===== src/rtl/muxs_pkg.sv =====
// Shared constants, FSM state type and pointer helper for the 8-lane
// round-robin multiplexer slice.
package muxs_pkg;

    localparam int LANES = 8;
    localparam int SEL_W = 3;

    typedef enum logic {
        EMPTY = 1'b0,
        FULL  = 1'b1
    } state_t;

    // Advance a lane index by one, wrapping the last lane back to lane 0.
    function automatic logic [SEL_W-1:0] next_ptr(input logic [SEL_W-1:0] p);
        if (p == SEL_W'(LANES - 1)) begin
            return '0;
        end
        return p + 1'b1;
    endfunction

endpackage


===== src/rtl/rr_pick8.sv =====
// Combinational round-robin picker: finds the first requesting lane
// starting at ptr and searching upward with wrap-around.
module rr_pick8
    import muxs_pkg::*;
(
    input  logic [LANES-1:0] in_valid,
    input  logic [SEL_W-1:0] ptr,
    output logic [SEL_W-1:0] g,
    output logic             any_valid
);

    logic [SEL_W-1:0] idx;
    logic             found;

    // Walk the lanes in priority order beginning at ptr; the first hit wins.
    always_comb begin
        g         = '0;
        idx       = '0;
        found     = 1'b0;
        any_valid = |in_valid;
        for (int i = 0; i < LANES; i++) begin
            idx = ptr + SEL_W'(i);
            if (!found && in_valid[idx]) begin
                g     = idx;
                found = 1'b1;
            end
        end
    end

endmodule


===== src/rtl/muxs_rr.sv =====
// 8-lane round-robin multiplexer with a one-entry output register.
// The lane index of the held word is presented on o_sel for a downstream
// demultiplexer. Defining MUXS_RR_STATS_EN adds a saturating 16-bit
// transfer counter output xfer_cnt.
module muxs_rr
    import muxs_pkg::*;
#(
    parameter int WIDTH = 8
) (
    input  logic                   clk,
    input  logic                   rst,
    input  logic [LANES-1:0]       in_valid,
    input  logic [LANES*WIDTH-1:0] in_data,
    output logic [LANES-1:0]       in_ready,
    output logic                   o_valid,
    output logic [WIDTH-1:0]       o_data,
    output logic [SEL_W-1:0]       o_sel,
    input  logic                   o_ready
`ifdef MUXS_RR_STATS_EN
    ,
    output logic [15:0]            xfer_cnt
`endif
);

    state_t           state;
    logic [SEL_W-1:0] ptr;
    logic [SEL_W-1:0] g;
    logic             any_valid;
    logic             load;

    rr_pick8 u_pick (
        .in_valid  (in_valid),
        .ptr       (ptr),
        .g         (g),
        .any_valid (any_valid)
    );

    assign o_valid = (state == FULL);

    // Load whenever the output slot is free or being drained this cycle;
    // reset blocks any acceptance so no handshake completes while it is high.
    always_comb begin
        load     = (!o_valid || o_ready) && any_valid && !rst;
        in_ready = '0;
        if (load) begin
            in_ready = LANES'(1) << g;
        end
    end

    // Output register FSM: EMPTY/FULL, with the pointer moving only on load.
    always_ff @(posedge clk) begin
        if (rst) begin
            state  <= EMPTY;
            o_data <= '0;
            o_sel  <= '0;
            ptr    <= '0;
        end else if (load) begin
            state  <= FULL;
            o_data <= in_data[int'(g)*WIDTH +: WIDTH];
            o_sel  <= g;
            ptr    <= next_ptr(g);
        end else if (o_valid && o_ready) begin
            state  <= EMPTY;
        end
    end

`ifdef MUXS_RR_STATS_EN
    // Count completed output handshakes, sticking at the top value.
    always_ff @(posedge clk) begin
        if (rst) begin
            xfer_cnt <= '0;
        end else if (o_valid && o_ready && (xfer_cnt != 16'hFFFF)) begin
            xfer_cnt <= xfer_cnt + 16'd1;
        end
    end
`endif

endmodule


===== config.mk =====
export PLATFORM = sky130hd
export DESIGN_NAME = muxs_rr
export DESIGN_NICKNAME = d
export VERILOG_FILES = /design/src/rtl/muxs_pkg.sv /design/src/rtl/rr_pick8.sv /design/src/rtl/muxs_rr.sv
export SDC_FILE = /design/constraint.sdc
export NUM_CORES = 1
export LEC_CHECK = 0
export CORE_UTILIZATION = 42
export CTS_CLUSTER_SIZE = 40
export DETAILED_ROUTE_END_ITERATION = 10
export PLACE_DENSITY = 0.87
export SKIP_CTS_REPAIR_TIMING = 1
export SLEW_MARGIN = 25
export SYNTH_ARGS = -nofsm -noshare
export SYNTH_HDL_FRONTEND = slang
export SYNTH_SLANG_ARGS = --single-unit

===== constraint.sdc =====
create_clock -name clk -period 5.75 [get_ports clk]
set_input_delay 1.15 -clock clk [delete_from_list [all_inputs] [get_ports clk]]
set_output_delay 1.15 -clock clk [all_outputs]
set_load 0.01 [all_outputs]

==> impl_metrics.tcl <==
set metrics [dict create \
    final_hold_viol_count 0 \
    hold_end "o_sel[2]" \
    ys_types 61 \
    slew-limit-headroom_pct 57.0 \
    drcViolationCount 0 \
    skew_ns 0.00316 \
    drt_iter0_markers 228 \
    syn-cell-area_sq_mm 0.00209 \
    grt_pass1_wl_microns 11100 \
    ff2ff_path_depth 13 \
    outcome "complete, no violations" \
    routed_via_density 6.04 \
    multi_input_area_sq_mm 0.00166 \
    areaGrowthSynthToFinish_pct 53.1 \
    num_io_pins 95 \
    max_freq_ghz 0.177 \
    syn-num-nets 307 \
    ff2ff_setup_slack_ns 1.56 \
    worstHoldStart "o_sel[2]" \
    grt_antenna_before_repair 0 \
    startpoint_type "primary input" \
    setup_slack_ns 0.0884 \
    clk_latency_ns 0.25 \
    required_ns 4.60 \
    synth_edf_count 0 \
    place_ws_ns 0.0406 \
    p_per_area_mw_per_mm2 546 \
    maxCapViolCount 0 \
    wirelength_microns 7370 \
    htreeDepth 1 \
    dp_hpwl_microns 5870 \
    drt-wirelength-per-cell_microns 18.8 \
    worstSetupEndpointType "primary output" \
    grt_overflow 0 \
    drive_gt1_share_pct 15.0 \
    crit_top_cell "clkdlybuf4s50_1" \
    ys_ff_latch 15 \
    register_area_sq_um 300 \
    tightest_slew_ns 0.640 \
    timing.critical_path.from "in_valid[4]" \
    dieWidth_microns 72.6 \
    clk_pin_slew_ns 0.06 \
    first_global_vias 2184 \
    dieArea_sq_mm 0.00527 \
    reg2reg_to "o_data[7]" \
    crit_chain "clkdlybuf4s50_1 -> mux4_2 -> mux2_4 -> or4_4 -> a221o_2 -> nand2_8 -> inv_8 -> ha_1 -> inv_1 -> nor2_1 -> clkdlybuf4s50_1" \
    setup.worst_path.class "in -> out" \
    setup_viol 0 \
    vias 2373 \
    worst_hold_slack_ns 0.463 \
    cts_tree "built" \
    seq_area_frac_synth_pct 14.3 \
    drt_first_pass_iters 7 \
    p_leak_nw 1.31 \
    hp-class "reg -> reg" \
    syn_inst 229 \
    clock-sinks 15 \
    async_reset_ff_share_pct 0 \
    finalCritPeriodShare_pct 98.5 \
    ant_nets 0 \
    gp_congestion 0.936 \
    nNetsFinal 405 \
    start_util_pct 44.0 \
    track_usage_pct 27.1 \
    yosys_warnings 0 \
    crit_arrival_ns 4.51 \
    min_period_ns 5.66 \
    reg2reg_from "ptr[1]" \
    port_buffers 94 \
    finalMaxSlewViolations 0 \
    hold_depth 2 \
    tns_ns 0 \
    synth_area_per_cell_sq_um 9.14 \
    grt_max_degree 25 \
    cts_made_buffers 3 \
    ys.flop_type "dfxtp_1" \
    rsz0062_at_grt "false" \
    clock_path_buffers 2 \
    antennaDiodeCount 0 \
    coreArea_sq_mm 0.00475 \
    num_rows 25 \
    max_stage_delay_ns 0.56 \
    critPathSlowestCell "mux4_2" \
    die_h_microns 72.6 \
    crit_fanout 8 \
    filler_cell_count 404 \
    vdd_drop_max_uv 438 \
    cts-root-buf "clkbuf_8" \
]
[through the flow]
stage	cell area (sq um)	util, %	power [mW]	std cells
6_report	3200	67.4	1.75	393
3_5_place_dp	3130	65.8	1.62	389
3_3_place_gp	3130	65.8	1.58	389
5_1_grt	3200	67.4	1.85	393
2_1_floorplan	2090	-	1.22	229
4_1_cts	3170	66.8	1.71	393
[state kept, by name, summed over array words and instances (netlist names)]
signal and cells:
o_data 8, o_sel 3, ptr 3, o_valid 1
[Yosys cell counts, types with 6 or more instances]
cell | instances | area [sq um]
mux2i_1 | 35 | 350
nand2_1 | 19 | 71.3
a21oi_1 | 15 | 75.1
dfxtp_1 | 15 | 300
nor2_1 | 14 | 52.6
mux4_2 | 12 | 270
inv_1 | 10 | 37.5
a222oi_1 | 7 | 70.1
a32o_1 | 7 | 70.1
clkbuf_1 | 6 | 22.5
nand3_1 | 6 | 30.0
o21ai_0 | 6 | 30.0
[routing by layer]
layer	share of wire, %	up-vias	track usage [%]	wire length (microns)
met3	6.8	13	3.18	502
met1	42	1129	39.0	3120
met2	49	121	43.0	3640
met4	1.6	0	7.63	116
met5	0	-	0	0
li1	-	1110	-	-
[where the power goes]
group | internal (mW) | leakage, nW | switching, mW | total [mW]
clock | 0.0491 | 0.0228 | 0.0366 | 0.0857
sequential | 0.147 | 0.125 | 0.0291 | 0.176
combinational | 0.685 | 1.16 | 0.802 | 1.49
[cell usage in the layout, fill, tap and decap left out, types with 2 or more instances in the layout]
master | synthesis | routed
ha_1 | 3 | 3
mux2i_1 | 35 | 35
dfxtp_1 | 15 | 15
o2111ai_1 | 2 | 2
mux4_2 | 12 | 12
or4_1 | 2 | 2
xnor2_1 | 2 | 2
a21o_1 | 3 | 3
nor3_1 | 5 | 5
buf_4 | 2 | 14
dlymetal6s2s_1 | 0 | 7
clkbuf_8 | 0 | 3
o22ai_1 | 4 | 4
mux4_1 | 2 | 2
a221oi_1 | 2 | 2
a32o_1 | 7 | 7
nand3_1 | 6 | 6
o211ai_1 | 3 | 3
nand2_1 | 19 | 19
o21ai_0 | 6 | 6
and3b_1 | 2 | 2
mux2_2 | 3 | 3
clkdlybuf4s50_1 | 0 | 87
nor2_1 | 14 | 14
nor2b_1 | 2 | 2
a21oi_1 | 15 | 14
a222oi_1 | 7 | 7
xor2_1 | 2 | 2
inv_1 | 10 | 10
[cell families (layout without fill, tap and decap cells)]
kind of cell	count (synthesis)	in the layout	synth area share (%)
xor gates and xnor gates	4	4	1.67
buffers and inverters	26	123	6.81
DFF	15	15	14.3
adders and majority gates	3	3	1.79
AOI/OAI and AO/OA	66	66	25.0
muxes	54	54	35.1
and+or+nand+nor	61	61	15.2
[worst max-delay path, delay by kind of cell]
family,cells,cell delay [ns]
and+or+nand+nor,3,0.70
adders and majority gates,1,0.20
muxes,2,0.88
AOI/OAI and AO/OA,1,0.44
buffers and inverters,4,1.12
[cell type report]
cell class                 instances  share of cell area (%)
multi-input combinational        188                    51.9
inverter                          11                    1.52
clock buffer                       4                    1.41
tap                               67                    2.62
timing repair buffer             108                    33.2
sequential                        15                    9.37
[worst max-delay path by stage]
stage             endpoint  slack [ns]  cells after the start
3_5_place_dp   in_ready[3]        0.04                     11
4_1_cts        in_ready[3]        0.02                     11
3_3_place_gp   in_ready[7]        0.14                     11
5_1_grt        in_ready[3]      0.0005                     11
6_report       in_ready[3]        0.09                     11
2_1_floorplan  in_ready[3]        0.99                     16
No activity file was read; power rests on OpenSTA's default activity.
